**config.mk**
```make
export PLATFORM = sky130hd
export DESIGN_NAME = i2c_angle_target
export DESIGN_NICKNAME = d
export VERILOG_FILES = /design/src/rtl/i2c_pkg.sv /design/src/rtl/i2c_angle_target_bus_monitor.sv /design/src/rtl/i2c_angle_target.sv
export SDC_FILE = /design/constraint.sdc
export NUM_CORES = 1
export LEC_CHECK = 0
export ABC_AREA = 1
export ABC_CLOCK_PERIOD_IN_PS = 2500
export BUFFER_PORTS_ARGS = -buffer_cell sky130_fd_sc_hd__clkbuf_2
export CORE_MARGIN = 5
export CORE_UTILIZATION = 62
export DETAILED_ROUTE_END_ITERATION = 7
export GPL_TIMING_DRIVEN = 0
export PLACE_DENSITY_LB_ADDON = 0.2
export SETUP_SLACK_MARGIN = 0.05
export SKIP_CTS_REPAIR_TIMING = 1
export SLEW_MARGIN = 40
export SYNTH_ARGS = -nofsm -noshare
export SYNTH_HDL_FRONTEND = slang
export SYNTH_SLANG_ARGS = --single-unit
```
**constraint.sdc**
```tcl
create_clock -name clock -period 2.5 [get_ports clock]
set_input_delay 0 -clock clock [delete_from_list [all_inputs] [get_ports clock]]
set_output_delay 0 -clock clock [all_outputs]
set_load 0.03 [all_outputs]
```
**src/rtl/i2c_pkg.sv**
```systemverilog
// Shared definitions for the I2C angle-encoder target.
// Holds the FSM state encoding, register map addresses, data widths and the
// register-map read function used when loading a transmit byte.
package i2c_pkg;

    localparam int unsigned ANGLE_W = 12;
    localparam int unsigned BYTE_W  = 8;
    localparam int unsigned CNT_W   = 4;

    // Bit counter codes: last bit of a byte, and "byte load still pending".
    localparam logic [CNT_W-1:0] CNT_LAST = CNT_W'(7);
    localparam logic [CNT_W-1:0] CNT_LOAD = CNT_W'(8);

    localparam logic [BYTE_W-1:0] REG_STATUS      = 8'h0B;
    localparam logic [BYTE_W-1:0] REG_RAW_ANGLE_H = 8'h0C;
    localparam logic [BYTE_W-1:0] REG_RAW_ANGLE_L = 8'h0D;
    localparam logic [BYTE_W-1:0] REG_ANGLE_H     = 8'h0E;
    localparam logic [BYTE_W-1:0] REG_ANGLE_L     = 8'h0F;

    localparam logic [BYTE_W-1:0] STATUS_MAGNET_OK = 8'h20;

    typedef enum logic [2:0] {
        ST_IDLE,
        ST_ADDR,
        ST_ACK_ADDR,
        ST_RX_PTR,
        ST_RX_DATA,
        ST_ACK_RX,
        ST_TX_BYTE,
        ST_WAIT_ACK
    } state_t;

    // Read-only register file contents for a given pointer and angle.
    function automatic logic [BYTE_W-1:0] reg_read(
        input logic [BYTE_W-1:0]  ptr,
        input logic [ANGLE_W-1:0] ang
    );
        logic [BYTE_W-1:0] data;
        data = 8'h00;
        if (ptr == REG_STATUS) begin
            data = STATUS_MAGNET_OK;
        end else if (ptr == REG_RAW_ANGLE_H || ptr == REG_ANGLE_H) begin
            data = {4'h0, ang[ANGLE_W-1:8]};
        end else if (ptr == REG_RAW_ANGLE_L || ptr == REG_ANGLE_L) begin
            data = ang[7:0];
        end
        return data;
    endfunction

endpackage

```
**src/rtl/i2c_angle_target_bus_monitor.sv**
```systemverilog
// I2C bus monitor: synchronizes SCK/SDA into the clock domain and flags
// START, STOP and SCK rising/falling edges on the synchronized copies.
// Ports:
//   clock, reset_n  system clock, async active-low reset
//   sck, sda_in     raw bus lines
//   sda_sync        synchronized SDA
//   start_c/stop_c  one-cycle START/STOP indications
//   sck_rise_c/sck_fall_c  one-cycle synchronized SCK edge indications
module i2c_bus_monitor #(
    parameter int unsigned SYNC_STAGES = 2
) (
    input  logic clock,
    input  logic reset_n,
    input  logic sck,
    input  logic sda_in,
    output logic sda_sync,
    output logic start_c,
    output logic stop_c,
    output logic sck_rise_c,
    output logic sck_fall_c
);

    logic [SYNC_STAGES-1:0] sck_pipe;
    logic [SYNC_STAGES-1:0] sda_pipe;
    logic                   sck_prev;
    logic                   sda_prev;
    logic                   sck_sync;

    // Synchronizers reset to the idle (released) bus level.
    always_ff @(posedge clock or negedge reset_n) begin
        if (!reset_n) begin
            sck_pipe <= '1;
            sda_pipe <= '1;
            sck_prev <= 1'b1;
            sda_prev <= 1'b1;
        end else begin
            sck_pipe <= {sck_pipe[SYNC_STAGES-2:0], sck};
            sda_pipe <= {sda_pipe[SYNC_STAGES-2:0], sda_in};
            sck_prev <= sck_sync;
            sda_prev <= sda_sync;
        end
    end

    assign sck_sync = sck_pipe[SYNC_STAGES-1];
    assign sda_sync = sda_pipe[SYNC_STAGES-1];

    // SDA transitions count as START/STOP only with SCK stably high.
    assign start_c    = sck_sync & sck_prev & sda_prev & ~sda_sync;
    assign stop_c     = sck_sync & sck_prev & ~sda_prev & sda_sync;
    assign sck_rise_c = sck_sync & ~sck_prev;
    assign sck_fall_c = ~sck_sync & sck_prev;

endmodule

```
**src/rtl/i2c_angle_target.sv**
```systemverilog
// I2C target emulating an AS5600-style magnetic angle encoder.
// Optional build macro: I2C_TGT_ANGLE_SNAPSHOT_EN -- when defined, the angle
// is frozen at the read-address ACK so all bytes of one read are coherent.
// Ports:
//   clock, reset_n  system clock (>= 16x SCK), async active-low reset
//   sck, sda_in     I2C bus inputs
//   sda_oe          1 pulls SDA low (open drain)
//   angle           live 12-bit angle
//   busy            addressed, until STOP/START
//   reg_ptr         current register pointer
//   read_done       pulse after each transmitted byte's ACK/NACK is sampled
module i2c_angle_target
    import i2c_pkg::*;
#(
    parameter logic [6:0]  DEV_ADDR    = 7'h36,
    parameter int unsigned SYNC_STAGES = 2
) (
    input  logic               clock,
    input  logic               reset_n,
    input  logic               sck,
    input  logic               sda_in,
    output logic               sda_oe,
    input  logic [ANGLE_W-1:0] angle,
    output logic               busy,
    output logic [BYTE_W-1:0]  reg_ptr,
    output logic               read_done
);

    logic sda_sync;
    logic start_c;
    logic stop_c;
    logic sck_rise_c;
    logic sck_fall_c;

    i2c_bus_monitor #(
        .SYNC_STAGES(SYNC_STAGES)
    ) u_bus_monitor (
        .clock      (clock),
        .reset_n    (reset_n),
        .sck        (sck),
        .sda_in     (sda_in),
        .sda_sync   (sda_sync),
        .start_c    (start_c),
        .stop_c     (stop_c),
        .sck_rise_c (sck_rise_c),
        .sck_fall_c (sck_fall_c)
    );

    state_t             state;
    state_t             state_next;
    logic [BYTE_W-1:0]  sreg;
    logic [BYTE_W-1:0]  sreg_next;
    logic [CNT_W-1:0]   bit_cnt;
    logic [CNT_W-1:0]   bit_cnt_next;
    logic               rw;
    logic               rw_next;
    logic [BYTE_W-1:0]  reg_ptr_next;
    logic               sda_oe_next;
    logic               busy_next;
    logic               read_done_next;

    logic [BYTE_W-1:0]  shift_in;
    logic               last_bit;
    logic [ANGLE_W-1:0] load_angle;
    logic [BYTE_W-1:0]  tx_byte;

    assign shift_in = {sreg[BYTE_W-2:0], sda_sync};
    assign last_bit = (bit_cnt == CNT_LAST);
    assign tx_byte  = reg_read(reg_ptr, load_angle);

`ifdef I2C_TGT_ANGLE_SNAPSHOT_EN
    logic [ANGLE_W-1:0] snap;

    // First byte loads from the live value at the same edge it is captured.
    assign load_angle = (state == ST_ACK_ADDR) ? angle : snap;

    always_ff @(posedge clock or negedge reset_n) begin
        if (!reset_n) begin
            snap <= '0;
        end else if (state == ST_ACK_ADDR && sck_fall_c && sda_oe && rw
                     && !start_c && !stop_c) begin
            snap <= angle;
        end
    end
`else
    assign load_angle = angle;
`endif

    // State and registered outputs/datapath.
    always_ff @(posedge clock or negedge reset_n) begin
        if (!reset_n) begin
            state     <= ST_IDLE;
            sreg      <= '0;
            bit_cnt   <= '0;
            rw        <= 1'b0;
            reg_ptr   <= '0;
            sda_oe    <= 1'b0;
            busy      <= 1'b0;
            read_done <= 1'b0;
        end else begin
            state     <= state_next;
            sreg      <= sreg_next;
            bit_cnt   <= bit_cnt_next;
            rw        <= rw_next;
            reg_ptr   <= reg_ptr_next;
            sda_oe    <= sda_oe_next;
            busy      <= busy_next;
            read_done <= read_done_next;
        end
    end

    // Next-state logic. In ACK states sda_oe doubles as "ACK already driven".
    always_comb begin
        state_next = state;
        if (start_c) begin
            state_next = ST_ADDR;
        end else if (stop_c) begin
            state_next = ST_IDLE;
        end else begin
            case (state)
                ST_IDLE: ;
                ST_ADDR:
                    if (sck_rise_c && last_bit)
                        state_next = (shift_in[7:1] == DEV_ADDR) ? ST_ACK_ADDR : ST_IDLE;
                ST_ACK_ADDR:
                    if (sck_fall_c && sda_oe)
                        state_next = rw ? ST_TX_BYTE : ST_RX_PTR;
                ST_RX_PTR, ST_RX_DATA:
                    if (sck_rise_c && last_bit)
                        state_next = ST_ACK_RX;
                ST_ACK_RX:
                    if (sck_fall_c && sda_oe)
                        state_next = ST_RX_DATA;
                ST_TX_BYTE:
                    if (sck_fall_c && last_bit)
                        state_next = ST_WAIT_ACK;
                ST_WAIT_ACK:
                    if (sck_rise_c)
                        state_next = sda_sync ? ST_IDLE : ST_TX_BYTE;
                default: state_next = ST_IDLE;
            endcase
        end
    end

    // Output and datapath next values.
    always_comb begin
        sreg_next      = sreg;
        bit_cnt_next   = bit_cnt;
        rw_next        = rw;
        reg_ptr_next   = reg_ptr;
        sda_oe_next    = sda_oe;
        busy_next      = busy;
        read_done_next = 1'b0;
        if (start_c) begin
            sda_oe_next  = 1'b0;
            busy_next    = 1'b0;
            bit_cnt_next = '0;
        end else if (stop_c) begin
            sda_oe_next = 1'b0;
            busy_next   = 1'b0;
        end else begin
            case (state)
                ST_ADDR:
                    if (sck_rise_c) begin
                        sreg_next    = shift_in;
                        bit_cnt_next = bit_cnt + CNT_W'(1);
                        if (last_bit) begin
                            bit_cnt_next = '0;
                            rw_next      = sda_sync;
                            busy_next    = (shift_in[7:1] == DEV_ADDR);
                        end
                    end
                ST_ACK_ADDR:
                    if (sck_fall_c) begin
                        if (!sda_oe) begin
                            sda_oe_next = 1'b1;
                        end else if (rw) begin
                            sreg_next    = tx_byte;
                            sda_oe_next  = ~tx_byte[BYTE_W-1];
                            bit_cnt_next = '0;
                        end else begin
                            sda_oe_next  = 1'b0;
                            bit_cnt_next = '0;
                        end
                    end
                ST_RX_PTR, ST_RX_DATA:
                    if (sck_rise_c) begin
                        sreg_next    = shift_in;
                        bit_cnt_next = bit_cnt + CNT_W'(1);
                        if (last_bit) begin
                            bit_cnt_next = '0;
                            reg_ptr_next = (state == ST_RX_PTR) ? shift_in
                                                                : reg_ptr + 8'd1;
                        end
                    end
                ST_ACK_RX:
                    if (sck_fall_c)
                        sda_oe_next = ~sda_oe;
                ST_TX_BYTE:
                    if (sck_fall_c) begin
                        if (bit_cnt == CNT_LOAD) begin
                            sreg_next    = tx_byte;
                            sda_oe_next  = ~tx_byte[BYTE_W-1];
                            bit_cnt_next = '0;
                        end else if (last_bit) begin
                            sda_oe_next  = 1'b0;
                            bit_cnt_next = '0;
                        end else begin
                            // Rotate so the next bit sits in the MSB.
                            sreg_next    = {sreg[BYTE_W-2:0], sreg[BYTE_W-1]};
                            sda_oe_next  = ~sreg[BYTE_W-2];
                            bit_cnt_next = bit_cnt + CNT_W'(1);
                        end
                    end
                ST_WAIT_ACK:
                    if (sck_rise_c) begin
                        read_done_next = 1'b1;
                        reg_ptr_next   = reg_ptr + 8'd1;
                        if (!sda_sync)
                            bit_cnt_next = CNT_LOAD;
                    end
                default: ;
            endcase
        end
    end

endmodule

```
# Word level (Yosys, flattened, before mapping)
# Cells that the tools add are included.
[totals] wordCells=150 output_inout_bits=11 in_bits=16 register_bits=33
[op_classes] n_eq_ne=40 reduce_logical=22 mux=58 n_addsub=2 bitwise_logic=16
[ops] cell="$mux W8" n=14
[ops] cell="$eq A8 B4 Y1 const B" n=5
[ops] cell="$mux W4" n=10
[ops] cell="$ne A4 B4 Y1 const B" n=9
[ops] cell="$mux W3" n=10
[ops] cell="$pmux W8 S3" n=1
[ops] cell="$mux W1" n=18
[ops] cell="$ne A3 B3 Y1 const B" n=6
[ops] cell="$pmux W3 S6" n=1
[ops] cell="$ne A2 B2 Y1 const B" n=8
[ops] cell="$pmux W4 S4" n=1
[ops] cell="$pmux W8 S2" n=1
[ops] cell="$eq A3 B3 Y1 const B" n=4
[ops] cell="$reduce_bool A3 Y1" n=4
[ops] cell="$reduce_bool A5 Y1" n=2
[ops] cell="$not A1 Y1" n=9
[ops] cell="$reduce_and A9 Y1" n=1
[ops] cell="$add A8 B1 Y8 const B" n=1
[ops] cell="$reduce_and A8 Y1" n=1
[ops] cell="$reduce_bool A8 Y1" n=1
[ops] cell="$and A1 B1 Y1" n=7
[ops] cell="$eq A7 B6 Y1 const B" n=1
[ops] cell="$reduce_and A7 Y1" n=1
[ops] cell="$eq A3 B2 Y1 const B" n=2
[ops] cell="17 further kinds" n=20

# Depth between registers and ports, before layout
[logic_depth] depth_word=12 ltp_mapped=13 ltp_nobuf=13

# Hierarchy
# From an unflattened synthesis, not the netlist that was laid out.
[hier_totals] hier_cells=352 hier_area_um2=2282.2
[by_module_without_submodules] module="i2c_angle_target" seq_area_each_um2=675.6 area_each_um2=2083.2 n_inst=1 cells_each=335
[by_module_without_submodules] module="i2c_bus_monitor" seq_area_each_um2=157.7 area_each_um2=198.9 n_inst=1 cells_each=17

# Worst setup path before layout
# Ideal clock, no wire load.
[synth_path] kind="register -> register" from="register reg_ptr[0]" to="register sreg[4]" t_arrival_ps=1724 setup_time_ps=65 path_stages_with_launch=14 synth_period_minus_slack_ps=1789 path_buffers=0 required_time_ps=2435 slack_ps=711 path_cell_list="dfrtp_1 -> inv_1 -> ha_1 -> nor2_1 -> nor2_1 -> inv_1 -> nor2_1 -> nor2_1 -> nand2_1 -> nor2_2 -> nand2_1 -> o21ai_0 -> nand2_1 -> nand2_1"
[synth_via] elab_chain_len=9 word_cells_on_any_way=16 cone_classes="eq/ne (5); mux (9); reduce/logical (2)"
[synth_rtl] item="from (decl)" line_no="i2c_angle_target.sv:25" source="output logic [BYTE_W-1:0] reg_ptr,"
[synth_rtl] item="from (signal assigned)" line_no="i2c_angle_target.sv:105" source="reg_ptr <= reg_ptr_next;"
[synth_rtl] item="$eq A8 B4 Y1" line_no="i2c_pkg.sv:44" source="end else if (ptr == REG_RAW_ANGLE_L || ptr == REG_ANGLE_L) begin"
[synth_rtl] item="$logic_or A1 B1 Y1" line_no="i2c_pkg.sv:44"
[synth_rtl] item="$mux W8" line_no="i2c_pkg.sv:44"
[synth_rtl] item="$mux W8" line_no="i2c_pkg.sv:42" source="end else if (ptr == REG_RAW_ANGLE_H || ptr == REG_ANGLE_H) begin"
[synth_rtl] item="$mux W8 *" line_no="i2c_pkg.sv:40" source="if (ptr == REG_STATUS) begin"
[synth_rtl] item="$mux W8" line_no="i2c_angle_target.sv:177" source="end else if (rw) begin"
[synth_rtl] item="$mux W8" line_no="i2c_angle_target.sv:175" source="if (!sda_oe) begin"
[synth_rtl] item="$mux W8" line_no="i2c_angle_target.sv:174" source="if (sck_fall_c) begin"
[synth_rtl] item="$pmux W8 S3 *" line_no="i2c_angle_target.sv:162" source="case (state)"
[synth_rtl] item="to (signal assigned)" line_no="i2c_angle_target.sv:102" source="sreg <= sreg_next;"
[synth_rtl] item="to (decl)" line_no="i2c_angle_target.sv:51" source="logic [BYTE_W-1:0] sreg;"
# Mark *: on every way between the ends. The rest lies on a longest branch, timed or not. The select of a mux whose other input is x is not followed.
# A chain may end at the register's enable or synchronous reset.

# Worst setup path in the final report
# Same ends and word-level chain as after synthesis.

==> out/qor.csv <==
stage;metric;value;unit
outcome;status;finished with violations;
outcome;failing checks;negative hold slack;
floorplanning;core area;0.003390;mm^2
run;max_cap viols;0;
timing;Sum Neg Setup Slack;0;ps
timing;relative slew slack;0.5123;
route;final WL;5175;um
global_route;grt ovf;0;
timing;Worst Skew;19.76;ps
final_layout;Reg area;833.3;um^2
placement;Post-Place Cell Area;0.002387;mm^2
worst_setup_path;CP Max Fanout;6;
cts;clock transition at the registers of the reported paths;100;ps
floorplanning;Die W;69.57;um
power;PD cells;578.0;mW/mm^2
placement;dpl ws;601.3;ps
final_layout;fin cells;404;
global_route;first-pass GRT wire length;8970;um
route;via count;2205;
logic_synthesis;most frequent cells after synthesis;nand2_1, inv_1, nor2_1, dfrtp_1, nand3_1;
timing;Final Cycle Share;0.7791;
logic_synthesis;top-area cell type share of the netlist area;0.3072;
placement;number of port buffers;26;
final_layout;area growth from synthesis to layout;14.22;%
timing;Period minus WS final;1948;ps
logic_synthesis;Synth Register Bits;33;
final_layout;FILL cells;272;
global_route;vias in the first global route;2087;
logic_synthesis;Yosys top cell by area;dfrtp_1;
logic_synthesis;Mapped Area;0.002200;mm^2
logic_synthesis;Primary FF master, synth;dfrtp_1;
floorplanning;die footprint;0.004839;mm^2
route;post-route ant nets;0;
logic_synthesis;syn nets;342;
power;worst vdd ir;520.3;uV
cts;CTS sink cnt;33;
cts;CTS tree;built;
logic_synthesis;most frequent cell after synthesis;nand2_1;
cts;Worst-Skew Late Latency;340;ps
timing;measured slew at the worst slew-check pin;731.6;ps
final_layout;Util after Layout;0.7412;
global_route;met3 Use GR;0.05217;
global_route;met2 Resource Use GR;0.3528;
logic_synthesis;number of synthesized flops with an enable pin;0;
cts;Root Driver;clkbuf_4;
global_route;GRT met1 Usage;0.3063;
worst_setup_path;Worst EP arrival;2220;ps
worst_setup_path;Startpoint Class;flop;
floorplanning;I/O pin total;27;
placement;placed wire-length estimate;3929;um
logic_synthesis;sequential area share after synthesis;0.3788;
placement;Placed Cells;392;
final_layout;Diodes inserted;0;
final_layout;share of cells above drive strength 1;0.1620;
timing;Finish-stage setup viols;0;
timing;Final Hold Slack;-2.269;ps
floorplanning;initial core utilization;0.6489;
power;Pwr Total;1.452;mW
logic_synthesis;Syn Inst Count;320;
timing;setup repair after global routing missed its margin;false;
worst_setup_path;crit path kind;reg -> reg;
timing;Max Slew Vio Count;0;
route;WL/cell;12.81;um
timing;final hold violation count;1;
timing;Peak Freq;0.5134;GHz
power;Leak Pwr;1.279;nW
cts;clock buffer depth;2;
cts;total CTS buffers;5;
logic_synthesis;Synth cell types;29;
logic_synthesis;Syn. warnings;0;
cts;htree depth;2;
logic_synthesis;Post-synth ARST share;1.000;
route;detailed-route DRC error count;0;
worst_setup_path;WP data required;2770;ps
route;vias per inst;5.458;
logic_synthesis;top post-synthesis cells by area;dfrtp_1, nand2_1, dfstp_2;
floorplanning;num rows;21;
route;length of the first detailed-routing pass in iterations;5;
global_route;gr busiest metal;met2;
floorplanning;die height;69.57;um
global_route;Total GRT Usage;0.2264;
placement;gpl congestion;0.9014;
route;initial DRC count;161;
hold_path;hold crit path type;in -> reg;
final_layout;multi-input logic area;0.001167;mm^2
final_layout;Final Cell Area;0.002512;mm^2
global_route;largest net degree at the start of global routing;34;
final_layout;final net count;379;
global_route;antenna violations before repair;0;
timing;setup ws final;552.3;ps
logic_synthesis;syn avg cell area;6.874;um^2
worst_setup_path;CP endpoint kind;flop;
[final cells by class]
class | count | area share
Buffer | 5 | 0.01345
Clock inverter | 1 | 0.01195
Sequential cell | 33 | 0.3317
Tap cell | 46 | 0.02291
Clock buffer | 7 | 0.02191
Multi-Input combinational cell | 238 | 0.4646
Timing Repair Buffer | 30 | 0.06773
Inverter | 44 | 0.06574
[state kept, by name (all words and copies together) (netlist names)]
signal / cells
busy: 1
reg_ptr: 8
u_bus_monitor.sda_pipe: 2
bit_cnt: 4
u_bus_monitor.sck_pipe: 2
state: 3
read_done: 1
u_bus_monitor.sck_prev: 1
sreg: 8
sda_oe: 1
rw: 1
u_bus_monitor.sda_prev: 1
[critical path: stages, from the launching register on]
cell and delay [ps]:
dfrtp_1 430, inv_1 110, ha_1 210, nor2_1 140
nor2_1 80, inv_1 150, nor2_1 110, nor2_1 170
nand2_1 80, nor2_2 130, nand2_1 70, o21ai_0 80
nand2_1 70, nand2_1 50
[placed cells by master, fill, tap and decap left out]
cell type and count:
nand2_1 90, inv_1 39, nor2_1 33, nand3_1 27
dfrtp_1 27, clkbuf_2 25, o21ai_0 19, o21ai_1 17
a21oi_1 13, nand4_1 6, nor3_1 6, ha_1 6
dfstp_2 6, inv_2 5, xor2_1 5, clkbuf_4 5
dlygate4sd3_1 4, nor2_2 3, clkbuf_1 3, nand3_2 2
buf_4 2, a21oi_2 2, nor3_2 1, a21boi_0 1
nand2_2 1, nor3b_1 1, a22oi_1 1, nand3_4 1
o211ai_1 1, buf_6 1, nand4_2 1, a31oi_1 1
bufinv_16 1, clkbuf_8 1, buf_2 1
[worst paths after layout]
check | from | to | slack, ps | depth (start not counted)
worst min register to register | u_bus_monitor.sck_pipe[0] | u_bus_monitor.sck_pipe[1] | 360 | 0
worst max register to register | reg_ptr[0] | sreg[4] | 550 | 13
min in group asynchronous | reset_n | rw | 280 | 2
worst max-delay path | reg_ptr[0] | sreg[4] | 550 | 13
max in group asynchronous | reset_n | bit_cnt[3] | 1750 | 2
worst min-delay path | angle[4] | sreg[4] | -2 | 5
[metal layers]
layer / vias to the layer above / wire [um]
li1: 1113 / -
met1: 1004 / 2340
met2: 79 / 2445
met3: 9 / 321
met4: 0 / 68
met5: - / 0
[power breakdown]
group | switching, mW | internal [mW]
clock network | 0.181 | 0.239
registers | 0.0616 | 0.613
logic | 0.239 | 0.119
[kinds of logic after synthesis]
group           share of synthesized area
fa+ha+maj                         0.03413
xor+xnor                          0.01991
flops                              0.3788
compound gates                     0.1325
buf+inv                           0.09044
simple gates                       0.3441
Power figures use the tool's default switching activity.
